===== config.mk =====
export PLATFORM = sky130hd
export DESIGN_NAME = uart_tx_flat
export DESIGN_NICKNAME = d
export VERILOG_FILES = /design/src/rtl/uart_tx_if.sv /design/src/rtl/uart_tx.sv /design/src/flat_wrapper.sv
export SDC_FILE = /design/constraint.sdc
export NUM_CORES = 1
export LEC_CHECK = 0
export CORE_AREA = 5 5 63 65
export DETAILED_ROUTE_END_ITERATION = 8
export DIE_AREA = 0 0 68 70
export PLACE_DENSITY_LB_ADDON = 0.2
export SYNTH_ARGS = -nofsm -noshare
export SYNTH_HDL_FRONTEND = slang
export SYNTH_SLANG_ARGS = --single-unit

===== constraint.sdc =====
create_clock -name clk -period 3.89 [get_ports clk]
set_input_delay 0.778 -clock clk [delete_from_list [all_inputs] [get_ports clk]]
set_output_delay 0.778 -clock clk [all_outputs]
set_load 0.05 [all_outputs]

===== src/rtl/uart_tx_if.sv =====
// Read-side handshake between an upstream first-word-fall-through FIFO and uart_tx.
// master = FIFO side, slave = transmitter side.
interface uart_tx_if #(
  parameter int unsigned DATA_BITS = 8
);
  logic                 fifo_empty;
  logic [DATA_BITS-1:0] fifo_data;
  logic                 fifo_rd;

  modport master (output fifo_empty, output fifo_data, input fifo_rd);
  modport slave  (input fifo_empty, input fifo_data, output fifo_rd);
endinterface


===== src/rtl/uart_tx.sv =====
// UART transmitter: pops words from a FWFT FIFO and serialises start/data/stop at 16x s_tick.
// Define UART_TX_PARITY_EN to insert an even-parity bit between the data bits and the stop bit.
module uart_tx #(
  parameter int unsigned DATA_BITS = 8,
  parameter int unsigned SB_TICK   = 16
) (
  input  logic     clk,
  input  logic     rst_n,
  input  logic     s_tick,
  uart_tx_if.slave fifo,
  output logic     tx,
  output logic     tx_busy,
  output logic     tx_done_tick
);
  // Tick counter widens beyond 4 bits only when the stop bit spans more than 16 ticks.
  localparam int unsigned TW = (SB_TICK > 16) ? $clog2(SB_TICK) : 4;
  localparam int unsigned BW = (DATA_BITS > 1) ? $clog2(DATA_BITS) : 1;
  localparam logic [TW-1:0] BIT_LAST  = TW'(15);
  localparam logic [TW-1:0] STOP_LAST = TW'(SB_TICK - 1);
  localparam logic [BW-1:0] DATA_LAST = BW'(DATA_BITS - 1);

`ifdef UART_TX_PARITY_EN
  typedef enum logic [2:0] {IDLE, START, DATA, PARITY, STOP} state_t;
`else
  typedef enum logic [1:0] {IDLE, START, DATA, STOP} state_t;
`endif

  state_t               r_state, w_state;
  logic [TW-1:0]        r_tick,  w_tick;
  logic [BW-1:0]        r_bit,   w_bit;
  logic [DATA_BITS-1:0] r_shift, w_shift;
  logic                 r_tx,    w_tx;
  logic                 w_rd, w_done;
`ifdef UART_TX_PARITY_EN
  logic                 r_par,   w_par;
`endif

  always_ff @(posedge clk or negedge rst_n) begin
    if (!rst_n) begin
      r_state <= IDLE;
      r_tick  <= '0;
      r_bit   <= '0;
      r_shift <= '0;
      r_tx    <= 1'b1;
`ifdef UART_TX_PARITY_EN
      r_par   <= 1'b0;
`endif
    end else begin
      r_state <= w_state;
      r_tick  <= w_tick;
      r_bit   <= w_bit;
      r_shift <= w_shift;
      r_tx    <= w_tx;
`ifdef UART_TX_PARITY_EN
      r_par   <= w_par;
`endif
    end
  end

  // w_tx is the value the line takes on the edge that enters the next state or bit.
  always_comb begin
    w_state = r_state;
    w_tick  = r_tick;
    w_bit   = r_bit;
    w_shift = r_shift;
    w_tx    = r_tx;
    w_rd    = 1'b0;
    w_done  = 1'b0;
`ifdef UART_TX_PARITY_EN
    w_par   = r_par;
`endif
    case (r_state)
      IDLE: begin
        w_tx = 1'b1;
        if (!fifo.fifo_empty) begin
          w_rd    = 1'b1;
          w_shift = fifo.fifo_data;
          w_tick  = '0;
          w_state = START;
          w_tx    = 1'b0;
`ifdef UART_TX_PARITY_EN
          w_par   = ^fifo.fifo_data;
`endif
        end
      end
      START: begin
        if (s_tick) begin
          if (r_tick == BIT_LAST) begin
            w_tick  = '0;
            w_bit   = '0;
            w_state = DATA;
            w_tx    = r_shift[0];
          end else begin
            w_tick = r_tick + 1'b1;
          end
        end
      end
      DATA: begin
        if (s_tick) begin
          if (r_tick == BIT_LAST) begin
            w_tick  = '0;
            w_shift = r_shift >> 1;
            if (r_bit == DATA_LAST) begin
`ifdef UART_TX_PARITY_EN
              w_state = PARITY;
              w_tx    = r_par;
`else
              w_state = STOP;
              w_tx    = 1'b1;
`endif
            end else begin
              w_bit = r_bit + 1'b1;
              w_tx  = w_shift[0];
            end
          end else begin
            w_tick = r_tick + 1'b1;
          end
        end
      end
`ifdef UART_TX_PARITY_EN
      PARITY: begin
        if (s_tick) begin
          if (r_tick == BIT_LAST) begin
            w_tick  = '0;
            w_state = STOP;
            w_tx    = 1'b1;
          end else begin
            w_tick = r_tick + 1'b1;
          end
        end
      end
`endif
      STOP: begin
        if (s_tick) begin
          if (r_tick == STOP_LAST) begin
            w_tick  = '0;
            w_done  = 1'b1;
            w_state = IDLE;
            w_tx    = 1'b1;
          end else begin
            w_tick = r_tick + 1'b1;
          end
        end
      end
      default: begin
        w_state = IDLE;
        w_tx    = 1'b1;
      end
    endcase
  end

  // State already sits in IDLE during reset, so the pop strobe must be gated by rst_n itself.
  assign fifo.fifo_rd  = w_rd & rst_n;
  assign tx_done_tick  = w_done;
  assign tx            = r_tx;
  assign tx_busy       = (r_state != IDLE);

endmodule


===== src/flat_wrapper.sv =====
// flat-port wrapper written by rule: the top's interface ports become plain ports
module uart_tx_flat 
#(
  parameter int unsigned DATA_BITS = 8,
  parameter int unsigned SB_TICK   = 16
)
  (clk, rst_n, s_tick, tx, tx_busy, tx_done_tick, fifo_fifo_empty, fifo_fifo_data, fifo_fifo_rd);
  uart_tx_if #(.DATA_BITS(DATA_BITS)) fifo_i ();
  input  logic clk;
  input  logic rst_n;
  input  logic s_tick;
  output logic tx;
  output logic tx_busy;
  output logic tx_done_tick;
  input wire logic [$bits(fifo_i.fifo_empty)-1:0] fifo_fifo_empty;
  input wire logic [$bits(fifo_i.fifo_data)-1:0] fifo_fifo_data;
  output wire logic [$bits(fifo_i.fifo_rd)-1:0] fifo_fifo_rd;
  assign fifo_i.fifo_empty = fifo_fifo_empty;
  assign fifo_i.fifo_data = fifo_fifo_data;
  assign fifo_fifo_rd = fifo_i.fifo_rd;
  uart_tx #(.DATA_BITS(DATA_BITS), .SB_TICK(SB_TICK)) u_core (.clk(clk), .rst_n(rst_n), .s_tick(s_tick), .fifo(fifo_i), .tx(tx), .tx_busy(tx_busy), .tx_done_tick(tx_done_tick));
endmodule

==> summary.txt, run 1 <==
Run status
  – Status: complete, no violations

Critical path
  – Startpoint types: primary input
  – Critical path capture point type: primary output
  – Critical Path AT: roughly 2.2 ns
  – Crit Path Category: primary input to primary output
  – Crit path largest cell delay: 0.45 ns
  – CP Data Required Time: 3.11 ns
  – Critical Path Most Common Cell: buf_4
  – CP Max Fanout: 17
  – Slowest-stage cell, CP: clkdlybuf4s50_1
  – Cell Chain, Critical Path: clkdlybuf4s50_1, buf_4, and4_1, and2_1, buf_4

Layout
  – Post-route insts no fill: 187
  – Layout area overhead: 13.8%
  – Final nets: 162
  – Filler cells: 311
  – N_diodes: 0
  – Layout cells sized above 1: 0.0993

Die
  – Initial Util: 0.385
  – Die area: 0.00476 mm^2
  – Total core area: 0.00328 mm^2
  – Die Ht: 70 um
  – Boundary pin count: 16
  – Row count: 21
  – Die Wd: slightly below 70 um

Timing
  – Final hold slack: 0.525 ns
  – Final Setup Violations: 0
  – Worst-Margin Slew: 0.556 ns
  – RSZ-0062 raised after global routing: no
  – Clk_skew: 0.00434 ns
  – Slew margin rel.: 0.629
  – Final Cycle Share: 0.757
  – Worst Setup Slack, final: ~0.94 ns
  – Setup TNS Final: 0 ns
  – Hold Fails Final Rpt: 0
  – Period minus WS final: 2.95 ns
  – Slew Limit Fails: 0
  – Maximum clock rate: approximately 340 MHz

Clock network
  – Root Buffer: clkbuf_4
  – CTS clk-pin slew, worst paths: about 0.1 ns
  – Total CTS buffers: 3
  – CTS tree: done
  – Clock Latency Late Sink: 0.30 ns
  – Post-CTS sizing: 0
  – # hold bufs at CTS: 0
  – Clk sink count: 18
  – Htree depth: 1
  – Post-CTS Setup Inserts: 0
  – Worst-case clock buffer depth: 2

Yosys
  – Yosys cell types: 39
  – Post-Synth Simple-Gate Area: 0.153
  – Post-synthesis xor/xnor area fraction: 0
  – Number of synthesized flops with an enable pin: 0
  – Leading area contributor after synthesis: dfrtp_1
  – #FFs+latches synth: 18
  – Synthesized cell area: between 0.001 and 0.0015 mm^2
  – Fraction of the mapped netlist area in compound gates: 0.311
  – Sequential share of the synthesized area: 0.357
  – Main combinational cell family by area after synthesis: compound AO/OA/AOI/OAI gates
  – Dominant synthesized flop cell: dfrtp_1
  – YS warnings: 0
  – Mux cell area share after synthesis: 0.0287
  – Synth area leaders: dfrtp_1, ha_1, a41o_1
  – Post-synthesis adder-cell area fraction: 0.0792
  – Top cell type's share of synthesized area: 0.337
  – Async S/R FF share, synth: 1.00
  – Syn Nets: 152
  – Mapped Cells: 132
  – Post-Syn Area per Cell: 9.57 um^2

Power and ir drop
  – Static Leak: 0.596 nW
  – Worst vdd ir: 0.255 mV
  – Clock power share: 0.102
  – Combinational fraction of design power: 0.548
  – P_sw: 0.000457 W
  – Sequential power share: 0.350
  – Pwr Density: 690 mW/mm^2
  – Int Power: 0.000535 W
  – Overall Power: ~0.00099 W
  – Sw Share: 0.461

Place
  – Placed Instances: about 180
  – Routability congestion estimate: 0.745
  – Place WS: 0.932 ns
  – Final HPWL DP: roughly 1900 um
  – IO Port Bufs: 15

Worst hold path
  – Min-Delay Path Class: flop to flop

Drt
  – Via count: 1067
  – Drt total wl: 2660 um
  – Wire length per cell: between 10 and 15 um
  – Vias/cell: 5.71
  – Drc violations: 0
  – Pre-Repair DR Iteration Count: 4
  – DRT antenna net count: 0
  – Initial DRC count: 23

GRT
  – Vias in the first global route: 1043
  – Largest net degree at the start of global routing: 20
  – Overflow left after global routing: 0
  – First-pass GRT wire length: approximately 4600 um
  – Initial antenna violation count: 0
  – GR Util All Layers: 0.121

Job
  – Max Cap Viol: 0
## through the flow
step	area, um^2	utilization
global placement	1410	0.430
finish	1440	0.438
floorplan	1260	-
CTS	1440	0.438
detailed placement	1410	0.430
global route	1440	0.438
## placed cells by master, fill, tap and decap left out, types with 3 or more instances in the layout
| master | count |
|---|---|
| a211oi_1 | 8 |
| o21ai_0 | 7 |
| a21oi_1 | 8 |
| a22oi_1 | 3 |
| dfrtp_1 | 17 |
| inv_1 | 5 |
| ha_1 | 8 |
| clkbuf_4 | 3 |
| nor2_1 | 12 |
| buf_4 | 4 |
| nor2b_1 | 4 |
| clkdlybuf4s50_1 | 13 |
| nand2_1 | 4 |
| a41o_1 | 7 |
| o2bb2ai_1 | 3 |
| o41ai_1 | 7 |
| nand3_1 | 4 |
## power by group through the flow
stage | clock network, W | registers (W) | logic [W]
finish | 0.000101 | 0.000348 | 0.000544
global route | 0.000111 | 0.000360 | 0.000600
CTS | 0.000107 | 0.000347 | 0.000547
detailed placement | 0 | 0.000351 | 0.000542
global placement | 0 | 0.000348 | 0.000538
floorplan | 0 | 0.000331 | 0.000449
## per-layer routing
metal | part of all wire | global-route usage
met2 | 0.49 | 0.195
met3 | 0.023 | 0.0192
met5 | 0 | 0
met4 | 0.019 | 0.0530
met1 | 0.47 | 0.156
## worst paths after layout
check,startpoint,to,slack (ns),cells past startpoint
worst max-delay path,s_tick,tx_done_tick,0.94,5
worst min-delay path,u_core.r_tick[0]$_DFFE_PN0P_,u_core.r_tick[0]$_DFFE_PN0P_,0.52,1
worst max register to register,u_core.r_state[0]$_DFFE_PN0P_,u_core.r_state[1]$_DFFE_PN0P_,1.87,5
worst min register to register,u_core.r_tick[0]$_DFFE_PN0P_,u_core.r_tick[0]$_DFFE_PN0P_,0.52,1
max in group asynchronous,rst_n,u_core.tx$_DFFE_PN1P_,2.82,2
min in group asynchronous,rst_n,u_core.r_shift[1]$_DFFE_PN0P_,0.81,2
## critical path: cells and delay by family
kind / cells / cell delay [ns]
and+or+nand+nor: 2 / 0.54
buffers and inverters: 3 / 0.84
## flip-flops by register name, summed over array words and instances, names as in the netlist
signal          count
u_core.r_shift      8
u_core.r_state      2
u_core.tx           1
u_core.r_bit        3
u_core.r_tick       4
## area by class of cell
type	count	area, um^2	share of cell area
Sequential cell	18	452	0.314
Multi-Input combinational cell	97	723	0.503
Clock buffer	4	26.3	0.0183
Timing Repair Buffer	17	160	0.111
Inverter	5	18.8	0.0131
Tap cell	46	57.6	0.0400
## cell usage after synthesis, drive strengths merged (4+ instances only)
| master | count |
|---|---|
| a211oi | 8 |
| a21oi | 8 |
| a41o | 7 |
| buf | 9 |
| dfrtp | 17 |
| ha | 8 |
| inv | 5 |
| nand2 | 4 |
| nand3 | 4 |
| nor2 | 12 |
| nor2b | 4 |
| o21ai | 7 |
| o41ai | 7 |
## kinds of logic after synthesis
group | count (synthesis)
buffers and inverters | 17
muxes | 3
and+or+nand+nor | 35
adders and majority gates | 8
DFF | 18
AOI/OAI and AO/OA | 51
Note: power is estimated with default switching activity, not from simulation.
==> inputs of run 2 (changes only) <==
Clock period 3.89 ns to 2.5 ns, I/O delays scaled along.
==> run 2 against run 1 <==
Effect of this change:
- first-iteration DRC count is 52% higher
- total power is 63% higher
- worst setup slack worse by 0.59 ns
- flip-flop and latch count stayed put
- largest power group unchanged
- via count is 1.3% higher
- clock skew is 0.0029 ns higher
- final cell count is 1.6% higher
- combinational power is 62% higher
- largest cell class unchanged
- sequential share of layout area is 1.3 points lower
- critical path type is now flop to primary output
- die area stayed put
==> summary.txt, run 2 (same netlist as run 1, synthesis figures left out) <==
Run status
  – Status: complete, no violations (unchanged)

Timing
  – Slew Limit Fails: 0 (unchanged)
  – Final Setup Violations: 0 (unchanged)
  – Final hold slack: 0.516 ns (was 0.525 ns)
  – Worst-Margin Slew: 0.577 ns (was 0.556 ns)
  – Maximum clock rate: approximately 470 MHz
  – RSZ-0062 raised after global routing: no (unchanged)
  – Final Cycle Share: 0.860
  – Slew margin rel.: 0.615 (was 0.629)
  – Period minus WS final: about 2.1 ns
  – Setup TNS Final: 0 ns (unchanged)
  – Hold Fails Final Rpt: 0 (unchanged)
  – Clk_skew: 0.00728 ns (was 0.00434 ns)

Clock network
  – Root Buffer: clkbuf_4 (unchanged)
  – Total CTS buffers: 3 (unchanged)
  – Htree depth: 1 (unchanged)
  – CTS clk-pin slew, worst paths: 0.12 ns (was 0.10 ns)
  – Clock Latency Late Sink: 0.31 ns (was 0.30 ns)
  – CTS tree: done (unchanged)
  – Worst-case clock buffer depth: 2 (unchanged)
  – Clk sink count: 18 (unchanged)

GRT
  – GR Util All Layers: 0.139 (was 0.121)
  – Overflow left after global routing: 0 (unchanged)
  – Initial antenna violation count: 0 (unchanged)
  – First-pass GRT wire length: 5110 um (was 4620 um)
  – Largest net degree at the start of global routing: 19 (was 20)
  – Vias in the first global route: 1071 (was 1043)

Drt
  – Initial DRC count: 35 (was 23)
  – Vias/cell: 5.69 (was 5.71)
  – Via count: 1081 (was 1067)
  – Drt total wl: 3020 um (was 2660 um)
  – Wire length per cell: 15.9 um (was 14.2 um)
  – Pre-Repair DR Iteration Count: 4 (unchanged)
  – DRT antenna net count: 0 (unchanged)
  – Drc violations: 0 (unchanged)

Power and ir drop
  – Worst vdd ir: 0.436 mV (was 0.255 mV)
  – Static Leak: 0.628 nW (was 0.596 nW)
  – Pwr Density: 1080 mW/mm^2 (was 690 mW/mm^2)

Place
  – Final HPWL DP: 2250 um (was 1880 um)
  – Routability congestion estimate: 0.776 (was 0.745)
  – IO Port Bufs: 15 (unchanged)

Die
  – Die Ht: 70 um (unchanged)
  – Die area: 0.00476 mm^2 (unchanged)
  – Die Wd: 68 um (unchanged)
  – Initial Util: 0.385 (unchanged)
  – Total core area: 0.00328 mm^2 (unchanged)
  – Boundary pin count: 16 (unchanged)
  – Row count: 21 (unchanged)

Layout
  – Most common cell after layout, fill and taps aside: dfrtp_1 (unchanged)
  – Top Registers: u_core.r_shift x8, u_core.r_tick x4, u_core.r_bit x3 (unchanged)
  – Biggest register: u_core.r_shift (unchanged)
  – Largest register FFs: 8 (unchanged)
  – Layout area overhead: 18.5% (was 13.8%)
  – Final nets: 165 (was 162)
  – Layout cells sized above 1: 0.125 (was 0.0993)
  – Filler cells: 315 (was 311)
  – Commonest cells after routing, fill and taps aside: dfrtp_1, nor2_1, clkdlybuf4s50_1 (was dfrtp_1, clkdlybuf4s50_1, nor2_1)
  – Final core occ: 0.456 (was 0.438)
  – N_diodes: 0 (unchanged)

Critical path
  – Startpoint types: flop (was primary input)
  – Slowest-stage cell, CP: clkdlybuf4s50_1 (unchanged)
  – Critical Path AT: 1.65 ns (was 2.17 ns)
  – Crit path largest cell delay: 0.79 ns (was 0.45 ns)
  – Critical path buffer and inverter count: 1 (was 3)
  – CP Data Required Time: 2.00 ns (was 3.11 ns)
  – Cell Chain, Critical Path: clkdlybuf4s50_1 (was clkdlybuf4s50_1, buf_4, and4_1, and2_1, buf_4)
  – CP Max Fanout: 2 (was 17)
  – Critical path capture point type: primary output (unchanged)
  – CP delay by family, top: buffers and inverters (unchanged)
  – Crit Path Category: flop to primary output (was primary input to primary output)

Job
  – Max Cap Viol: 0 (unchanged)

Worst hold path
  – Min-Delay Path Class: flop to flop (unchanged)
run 2: cell count changes in the layout (fill, tap and decap cells not counted), sizes merged:
cell	before	now
dlymetal6s2s	0	1
buf	4	7
clkdlybuf4s50	13	12
run 2: report_power, final:
part / total, W / internal (W) / leakage, nW / switching (W)
registers: 0.000544 / 0.000408 / 0.214 / 0.000136
clock network: 0.000192 / 0.0000889 / 0.0210 / 0.000103
logic: 0.000879 / 0.000378 / 0.394 / 0.000501
run 2: final timing paths:
| path | cells after the start | slack (ns) | end | startpoint |
|---|---|---|---|---|
| max | 1 | 0.35 | tx | u_core.tx$_DFFE_PN1P_ |
| min reg2reg | 1 | 0.52 | u_core.r_tick[0]$_DFFE_PN0P_ | u_core.r_tick[0]$_DFFE_PN0P_ |
| min | 1 | 0.52 | u_core.r_tick[0]$_DFFE_PN0P_ | u_core.r_tick[0]$_DFFE_PN0P_ |
| max reg2reg | 5 | 0.45 | u_core.r_state[1]$_DFFE_PN0P_ | u_core.r_state[0]$_DFFE_PN0P_ |
| min in group asynchronous | 2 | 0.60 | u_core.r_tick[1]$_DFFE_PN0P_ | rst_n |
| max in group asynchronous | 2 | 1.65 | u_core.tx$_DFFE_PN1P_ | rst_n |
run 2: layout make-up:
class,instances,area (um^2),area share
sequential,18,452,0.302
multi-input combinational,97,723,0.483
timing repair buffer,20,210,0.140
tap,46,57.6,0.0384
inverter,5,18.8,0.0125
clock buffer,4,36.3,0.0242
run 2: through the flow:
stage | instance area [um^2] | total power [W] | setup slack (ns) | instances
3_5_place_dp | 1460 | 0.00143 | 0.365 | 186
3_3_place_gp | 1460 | 0.00140 | 0.405 | 186
5_1_grt | 1500 | 0.00174 | 0.294 | 190
6_report | 1500 | 0.00161 | 0.351 | 190
2_1_floorplan | 1260 | 0.00121 | 0.660 | 132
4_1_cts | 1500 | 0.00163 | 0.0111 | 190
run 2: metal layers:
metal  routed length [um]  track usage  vias to the layer above
met5                    0            0                        -
met4                   38       0.0530                        0
met3                   90       0.0240                        4
met2                 1560        0.232                       21
met1                 1320        0.174                      530
li1                     -            -                      526
run 2: timing repair:
action	CTS	global route
resized for setup	0	1
setup endpoints to repair	0	1
setup buffers	0	0
hold buffers	0	0
